===== src/rtl/instr_loader_if.sv =====
// Byte-stream in / instruction-memory write out bundle for instr_loader.
// INSTR_LOADER_CHECKSUM_EN adds the checksum_err status line.
interface instr_loader_if #(parameter int ADDR_W = 8);
    logic              start;
    logic [7:0]        rx_data;
    logic              rx_valid;
    logic              imem_wr_en;
    logic [ADDR_W-1:0] imem_addr;
    logic [31:0]       imem_wr_data;
    logic              busy;
    logic              load_done;
    logic              overflow;
    logic [ADDR_W:0]   word_count;
`ifdef INSTR_LOADER_CHECKSUM_EN
    logic              checksum_err;
`endif

    modport master (
        input  start, rx_data, rx_valid,
        output imem_wr_en, imem_addr, imem_wr_data, busy, load_done, overflow, word_count
`ifdef INSTR_LOADER_CHECKSUM_EN
        , output checksum_err
`endif
    );

    modport slave (
        output start, rx_data, rx_valid,
        input  imem_wr_en, imem_addr, imem_wr_data, busy, load_done, overflow, word_count
`ifdef INSTR_LOADER_CHECKSUM_EN
        , input checksum_err
`endif
    );
endinterface


===== src/rtl/instr_loader.sv =====
// Packs UART bytes little-endian into 32-bit words and writes them to imem until HALT_WORD.
// Optional trailing XOR checksum byte: define INSTR_LOADER_CHECKSUM_EN.
module instr_loader #(
    parameter int          ADDR_W    = 8,
    parameter int          DEPTH     = 256,
    parameter logic [31:0] HALT_WORD = 32'hFFFF_FFFF
) (
    input logic           clk,
    input logic           rst,
    instr_loader_if.master bus
);
    typedef enum logic [2:0] {
        IDLE, COLLECT, WRITE, DONE
`ifdef INSTR_LOADER_CHECKSUM_EN
        , CHECK
`endif
    } state_t;

    localparam logic [ADDR_W:0] DEPTH_W = (ADDR_W+1)'(DEPTH);

    state_t            state, state_nxt;
    logic [1:0]        byte_idx;
    logic [23:0]       shreg;
    logic [31:0]       wr_data;
    logic [ADDR_W-1:0] addr;
    logic [ADDR_W:0]   word_count;
    logic              overflow;
    logic              is_halt, full, last_byte;
`ifdef INSTR_LOADER_CHECKSUM_EN
    logic [7:0]        csum;
    logic              csum_err;
`endif

    assign is_halt   = (wr_data == HALT_WORD);
    assign full      = ((word_count + 1'b1) == DEPTH_W);
    assign last_byte = (state == COLLECT) && bus.rx_valid && (byte_idx == 2'd3);

    always_ff @(posedge clk or posedge rst) begin
        if (rst) state <= IDLE;
        else     state <= state_nxt;
    end

    always_comb begin
        state_nxt = state;
        case (state)
            IDLE, DONE: if (bus.start) state_nxt = COLLECT;
            COLLECT:    if (last_byte) state_nxt = WRITE;
            WRITE: begin
                if (is_halt) begin
`ifdef INSTR_LOADER_CHECKSUM_EN
                    // a byte arriving alongside the HALT write is already the checksum
                    state_nxt = bus.rx_valid ? DONE : CHECK;
`else
                    state_nxt = DONE;
`endif
                end else if (full) begin
                    state_nxt = DONE;
                end else begin
                    state_nxt = COLLECT;
                end
            end
`ifdef INSTR_LOADER_CHECKSUM_EN
            CHECK: if (bus.rx_valid) state_nxt = DONE;
`endif
            default: state_nxt = IDLE;
        endcase
    end

    always_ff @(posedge clk or posedge rst) begin
        if (rst) begin
            byte_idx   <= '0;
            shreg      <= '0;
            wr_data    <= '0;
            addr       <= '0;
            word_count <= '0;
            overflow   <= 1'b0;
`ifdef INSTR_LOADER_CHECKSUM_EN
            csum       <= '0;
            csum_err   <= 1'b0;
`endif
        end else begin
            case (state)
                IDLE, DONE: if (bus.start) begin
                    byte_idx   <= '0;
                    addr       <= '0;
                    word_count <= '0;
                    overflow   <= 1'b0;
`ifdef INSTR_LOADER_CHECKSUM_EN
                    csum       <= '0;
                    csum_err   <= 1'b0;
`endif
                end
                COLLECT: if (bus.rx_valid) begin
`ifdef INSTR_LOADER_CHECKSUM_EN
                    csum <= csum ^ bus.rx_data;
`endif
                    byte_idx <= byte_idx + 1'b1;
                    case (byte_idx)
                        2'd0:    shreg[7:0]   <= bus.rx_data;
                        2'd1:    shreg[15:8]  <= bus.rx_data;
                        2'd2:    shreg[23:16] <= bus.rx_data;
                        default: wr_data      <= {bus.rx_data, shreg};
                    endcase
                end
                WRITE: begin
                    addr       <= addr + 1'b1;
                    word_count <= word_count + 1'b1;
                    if (!is_halt && full) overflow <= 1'b1;
                    // keep the stream gap-free: this byte opens the next word
                    if (!is_halt && !full && bus.rx_valid) begin
                        shreg[7:0] <= bus.rx_data;
                        byte_idx   <= 2'd1;
`ifdef INSTR_LOADER_CHECKSUM_EN
                        csum       <= csum ^ bus.rx_data;
`endif
                    end
`ifdef INSTR_LOADER_CHECKSUM_EN
                    if (is_halt && bus.rx_valid) csum_err <= (bus.rx_data != csum);
`endif
                end
`ifdef INSTR_LOADER_CHECKSUM_EN
                CHECK: if (bus.rx_valid) csum_err <= (bus.rx_data != csum);
`endif
                default: ;
            endcase
        end
    end

    assign bus.imem_wr_en   = (state == WRITE);
    assign bus.imem_addr    = addr;
    assign bus.imem_wr_data = wr_data;
    assign bus.load_done    = (state == DONE);
    assign bus.overflow     = overflow;
    assign bus.word_count   = word_count;
`ifdef INSTR_LOADER_CHECKSUM_EN
    assign bus.busy         = (state == COLLECT) || (state == WRITE) || (state == CHECK);
    assign bus.checksum_err = csum_err;
`else
    assign bus.busy         = (state == COLLECT) || (state == WRITE);
`endif
endmodule


===== src/flat_wrapper.sv =====
// flat-port wrapper written by rule: the top's interface ports become plain ports
module instr_loader_flat 
#(
    parameter int          ADDR_W    = 8,
    parameter int          DEPTH     = 256,
    parameter logic [31:0] HALT_WORD = 32'hFFFF_FFFF
)
  (clk, rst, bus_start, bus_rx_data, bus_rx_valid, bus_imem_wr_en, bus_imem_addr, bus_imem_wr_data, bus_busy, bus_load_done, bus_overflow, bus_word_count);
  instr_loader_if #(.ADDR_W(ADDR_W)) bus_i ();
  input logic clk;
  input logic rst;
  input wire logic [$bits(bus_i.start)-1:0] bus_start;
  input wire logic [$bits(bus_i.rx_data)-1:0] bus_rx_data;
  input wire logic [$bits(bus_i.rx_valid)-1:0] bus_rx_valid;
  output wire logic [$bits(bus_i.imem_wr_en)-1:0] bus_imem_wr_en;
  output wire logic [$bits(bus_i.imem_addr)-1:0] bus_imem_addr;
  output wire logic [$bits(bus_i.imem_wr_data)-1:0] bus_imem_wr_data;
  output wire logic [$bits(bus_i.busy)-1:0] bus_busy;
  output wire logic [$bits(bus_i.load_done)-1:0] bus_load_done;
  output wire logic [$bits(bus_i.overflow)-1:0] bus_overflow;
  output wire logic [$bits(bus_i.word_count)-1:0] bus_word_count;
  assign bus_i.start = bus_start;
  assign bus_i.rx_data = bus_rx_data;
  assign bus_i.rx_valid = bus_rx_valid;
  assign bus_imem_wr_en = bus_i.imem_wr_en;
  assign bus_imem_addr = bus_i.imem_addr;
  assign bus_imem_wr_data = bus_i.imem_wr_data;
  assign bus_busy = bus_i.busy;
  assign bus_load_done = bus_i.load_done;
  assign bus_overflow = bus_i.overflow;
  assign bus_word_count = bus_i.word_count;
  instr_loader #(.ADDR_W(ADDR_W), .DEPTH(DEPTH), .HALT_WORD(HALT_WORD)) u_core (.clk(clk), .rst(rst), .bus(bus_i));
endmodule

===== config.mk =====
export PLATFORM = sky130hd
export DESIGN_NAME = instr_loader_flat
export DESIGN_NICKNAME = d
export VERILOG_FILES = /design/src/rtl/instr_loader_if.sv /design/src/rtl/instr_loader.sv /design/src/flat_wrapper.sv
export SDC_FILE = /design/constraint.sdc
export NUM_CORES = 1
export LEC_CHECK = 0
export ABC_AREA = 0
export CAP_MARGIN = 20
export CORE_ASPECT_RATIO = 0.75
export CORE_MARGIN = 1
export CORE_UTILIZATION = 42
export DETAILED_ROUTE_END_ITERATION = 16
export PLACE_DENSITY_LB_ADDON = 0.25
export SLEW_MARGIN = 20
export SYNTH_ARGS = -nofsm -noshare
export SYNTH_HDL_FRONTEND = slang
export SYNTH_SLANG_ARGS = --single-unit

===== constraint.sdc =====
create_clock -name clk -period 3.4 [get_ports clk]
set_input_delay 0.68 -clock clk [delete_from_list [all_inputs] [get_ports clk]]
set_output_delay 0.68 -clock clk [all_outputs]
set_load 0.01 [all_outputs]

==> Word level (Yosys, flattened, before mapping) <==
Cells that the tools add are included.
{ "classes": {"n_eq_ne": 14, "n_mux": 20, "bitwise": 1, "n_reduce_logical": 23, "addsub": 3} }
{ "ops": {"columns": ["cell", "count"], "rows": [
  ["32-bit == test (second input constant)", 1],
  ["8-bit 2-to-1 mux", 4],
  ["8-bit one-hot mux with 2 select lines", 2],
  ["9-bit one-hot mux with 2 select lines", 1],
  ["3-bit AND reduction", 4],
  ["9-bit by 1-bit adder with 9-bit output (second input constant)", 1],
  ["9-bit == test (second input constant)", 1],
  ["3-bit 2-to-1 mux", 3],
  ["9-bit 2-to-1 mux", 1],
  ["3-bit one-hot mux with 3 select lines", 1],
  ["8-bit by 1-bit adder with 8-bit output (second input constant)", 1],
  ["2-bit 2-to-1 mux", 4],
  ["4-bit AND reduction", 2],
  ["3-bit by 2-bit == test with 1-bit output (second input constant)", 2],
  ["2-bit by 1-bit inequality test with 1-bit output (second input constant)", 3],
  ["2-bit inequality test (second input constant)", 3],
  ["2-bit one-hot mux with 3 select lines", 1],
  ["1-bit logical AND", 5],
  ["2-bit == test (second input constant)", 2],
  ["2-bit AND reduction", 2],
  ["2-bit nonzero test", 2],
  ["3-bit by 1-bit == test with 1-bit output (second input constant)", 1],
  ["3-bit zero test", 1],
  ["3-bit nonzero test", 1],
  ["10 further kinds", 12]
]} }
{ "totals": {"ff_bits": 79, "elab_cells": 70, "out_inout_bits": 53} }

==> Longest topological paths before layout <==
{ "depth": {"ltp_word": 7, "depth_mapped": 8, "ltp_nobuf": 7} }

==> Worst setup path after synthesis <==
Ideal clock, no wire load.
{ "synth_path": {"path_kind": "input -> register", "start": "in bus_rx_valid", "end": "reg u_core.shreg[0]", "arrival_time_ps": 1834, "setup_slack_ps": 1441, "cell_stages": 6, "n_path_buf": 1, "required_ps": 3275, "path_cell_list": "buf_6 -> nand2_1 -> a21oi_2 -> nand3_4 -> a22oi_4 -> mux2_4"} }
{ "synth_between": {"elab_chain_len": 3} }
{ "synth_rtl": {"columns": ["item", "line_no", "source"], "rows": [
  ["from (decl)", "flat_wrapper.sv:14", "input wire logic [$bits(bus_i.rx_valid)-1:0] bus_rx_valid;"],
  ["1-bit logical AND", "instr_loader.sv:110", "if (!is_halt && !full && bus.rx_valid) begin"],
  ["2-bit by 1-bit inequality test with 1-bit output (no line)", null, null],
  ["4-bit AND reduction (no line) *", null, null],
  ["to (signal assigned)", "instr_loader.sv:99", "2'd0: shreg[7:0] <= bus.rx_data;"],
  ["to (signal assigned)", "instr_loader.sv:111", "shreg[7:0] <= bus.rx_data;"],
  ["to (decl)", "instr_loader.sv:23", "logic [23:0] shreg;"]
]} }
Mark *: on every way between the ends. The rest lies on a longest branch, timed or not.
A chain may end at the register's enable or synchronous reset.

==> Worst setup path in the final report <==
{ "layout_path": {"start": "reg u_core.state[0]", "end": "out bus_busy"} }
{ "layout_between": {"elab_chain_len": 2} }
{ "layout_rtl": {"columns": ["item", "line_no", "source"], "rows": [
  ["from (decl)", "instr_loader.sv:21", "state_t state, state_nxt;"],
  ["from (signal assigned)", "instr_loader.sv:40", "else state <= state_nxt;"],
  ["3-bit by 1-bit == test with 1-bit output / 3-bit by 2-bit == test with 1-bit output (equally long branches)", "instr_loader.sv:139", "assign bus.busy = (state == COLLECT) || (state == WRITE);"],
  ["1-bit logical OR *", "instr_loader.sv:139", null],
  ["to (decl)", "flat_wrapper.sv:18", "output wire logic [$bits(bus_i.busy)-1:0] bus_busy;"]
]} }
Marks and branches as above.

==> impl_metrics.yaml <==
routing:
  finalWirelength_mm: 7.36
  ant_nets: 0
  first_iter_violations: 106
  vias: 2386
  routed_via_density: 5.23
  wl_per_cell_um: 16.1
  dr.pass1.iters: 4
  drcViolationCount: 0
critical_path:
  reg2reg_setup_slack_ns: 1.10
  critPathLaunchType: "flip-flop"
  required_ns: 2.72
  r2r-end: "u_core.shreg[7]"
  cp-end-kind: "primary output"
  timing.rr.start: "u_core.state[0]"
  r2r_cells: 7
  worstSetupPathType: "reg2out"
  crit_arrival_ns: 1.94
  cp_max_fo: 5
place:
  hpwl_mm: 5.28
  gp_congestion: 0.832
  placed_area_um2: 4300
  dp_cells: 440
  numPortBuffers: 64
pwr:
  switching_power_w: 0.00110
  combPwrFrac: 0.356
  powerDensity_nw_per_um2: 785
  p_leak_nw: 2.02
  pwr-share-clk: 0.232
  p_int_w: 0.00247
  seqPwrFrac: 0.412
  switching_share: 0.308
  ir_drop_v: 0.000364
grt:
  overflow: 0
  grt_start_max_net_pins: 34
  antenna_found_initial: 0
  grt_usage: 0.184
  grt_pass1_vias: 2317
  grt_pass1_wl_mm: 12.1
logic_synthesis:
  synth_common_cells: "78 x dfrtp_1, 49 x mux2_2, 17 x nand2_1, 13 x nand3_1, 13 x nor2_1"
  syn-num-nets: 296
  yosysSeqAreaShare: 0.552
  synthDominantCellAreaShare: 0.552
  synth_area_leaders: "dfrtp_1 55%, mux2_2 16%, ha_1 3.9%"
  synth_area_per_cell_um2: 13.0
  synth_top_area_cell: "dfrtp_1"
  synth-edff-count: 0
  ys_types: 42
  ys_ff_latch: 78
  yosysMostFrequentCell: "dfrtp_1"
  synthesis.area_um2: 3540
  synthArstFlopShare: 1.00
  postSynthCellCount: 273
  synth_top_flop_cell: "dfrtp_1"
  yosys_warnings: 0
sta:
  max_slew.worst_pin.slew_ns: 0.869
  finalMaxSlewViolations: 0
  rsz0062_at_grt: "no"
  setup_viol: 0
  tns_ns: 0
  max_freq_mhz: 381
  min_period_over_period: 0.771
  hold_viol: 0
  relSlewSlack: 0.419
  min_period_ns: 2.62
  skew_ns: 0.00402
clock_tree:
  clock_sinks: 78
  post_cts_buffers: 0
  ctsResizeCount: 0
  clk_pin_slew_worst_paths_ns: 0.08
  cts_hold_buffers: 0
  cts.root.buffer_cell: "clkbuf_8"
  clk_latency_ns: 0.34
  cts_tree: "built"
  htreeDepth: 3
  numCtsBuffers: 9
  cts_buffer_depth: 2
run:
  maxCapViolations: 0
min_path:
  holdPathStages: 1
  hold_class: "reg2reg"
  hold_end: "u_core.bus.imem_wr_data[21]"
  hold_start: "u_core.shreg[21]"
floorplanning:
  die_x_um: 108
  die-area_um2: 8800
  dieHeight_um: 81.5
  core_um2: 8020
  std_cell_rows: 28
  start_util: 0.441
  ios: 65
final_layout:
  area_growth_pct: 28.3
  multiInputGateArea_um2: 1520
  final_cells: 456
  seq_area_um2: 1950
  drive_gt1_frac: 0.242
  num-nets-final: 369
  final_area_um2: 4540
  nFillCells: 667
  diodes: 0
status:
  outcome: "finished clean"
## layout by cell type, fill, tap and decap left out, types with 2 or more instances in the layout
master	instances
a21oi_1	5
a21oi_2	2
a22o_1	2
and3_1	3
buf_4	4
bufinv_16	3
clkbuf_1	2
clkbuf_8	9
clkdlybuf4s50_1	64
dfrtp_1	78
ha_1	11
inv_1	7
mux2_2	49
mux2_4	8
nand2_1	17
nand2b_1	2
nand3_1	13
nand4_1	11
nor2_1	13
nor4b_1	2
o21ai_0	11
o221ai_1	2
xnor2_1	2
xor2_1	7
## worst max-delay path: stages, from the launching register on
cell and delay (ns):
dfrtp_1 0.42, inv_1 0.08, ha_1 0.38, inv_1 0.16
clkdlybuf4s50_1 0.56
## registers in the layout, summed over array words and instances (netlist names)
name,count
u_core.bus.word_count,9
u_core.state,2
u_core.bus.overflow,1
u_core.bus.imem_wr_data,32
u_core.byte_idx,2
u_core.bus.imem_addr,8
u_core.shreg,24
## metrics by stage
step                setup WS, ns  hold WS, ns  power [W]   util
floorplan                  0.725        0.475    0.00223      -
finish                     0.777        0.505    0.00357  0.566
global placement           0.833        0.479    0.00272  0.536
detailed placement         0.769        0.490    0.00276  0.536
global route               0.654        0.524    0.00378  0.566
CTS                        0.760        0.509    0.00359  0.566
## area by class of cell
class / instances / share of cell area
tap: 105 / 0.0289
multi-input combinational: 181 / 0.335
sequential: 78 / 0.430
inverter: 8 / 0.00661
timing repair buffer: 68 / 0.148
clock inverter: 5 / 0.0234
clock buffer: 11 / 0.0289
## power by group through the flow
stage | Clock (W) | Sequential (W) | Combinational [W]
CTS | 0.000844 | 0.00147 | 0.00128
detailed placement | 0 | 0.00149 | 0.00127
floorplan | 0 | 0.00150 | 0.000735
global route | 0.000884 | 0.00152 | 0.00138
global placement | 0 | 0.00148 | 0.00124
finish | 0.000826 | 0.00147 | 0.00127
## worst max path at each step
stage	slack, ns	cells past startpoint	start	endpoint
floorplan	0.72	1	rst	u_core.bus.imem_addr[0]
global placement	0.83	6	bus_rx_valid	u_core.shreg[3]
detailed placement	0.77	6	bus_rx_valid	u_core.shreg[7]
CTS	0.76	4	u_core.state[0]	bus_busy
global route	0.65	4	u_core.state[0]	bus_busy
finish	0.78	4	u_core.state[0]	bus_busy
## layer usage
layer	up-vias	track usage	wire length, um
li1	1135	-	-
met5	-	0	0
met1	1188	0.284	3880
met2	59	0.251	3110
met3	4	0.0460	322
met4	0	0.0534	47
## cell families (layout without fill, tap and decap cells)
group | Yosys count | in the layout | synth area share
flip-flops | 78 | 78 | 0.552
AND/OR/NAND/NOR | 70 | 70 | 0.108
multiplexers | 58 | 58 | 0.193
AO/OA/AOI/OAI | 33 | 33 | 0.0672
buffers and inverters | 14 | 92 | 0.0191
adder cells (fa/ha/maj) | 11 | 11 | 0.0389
XOR/XNOR | 9 | 9 | 0.0223
(Power assumes the default switching activity.)
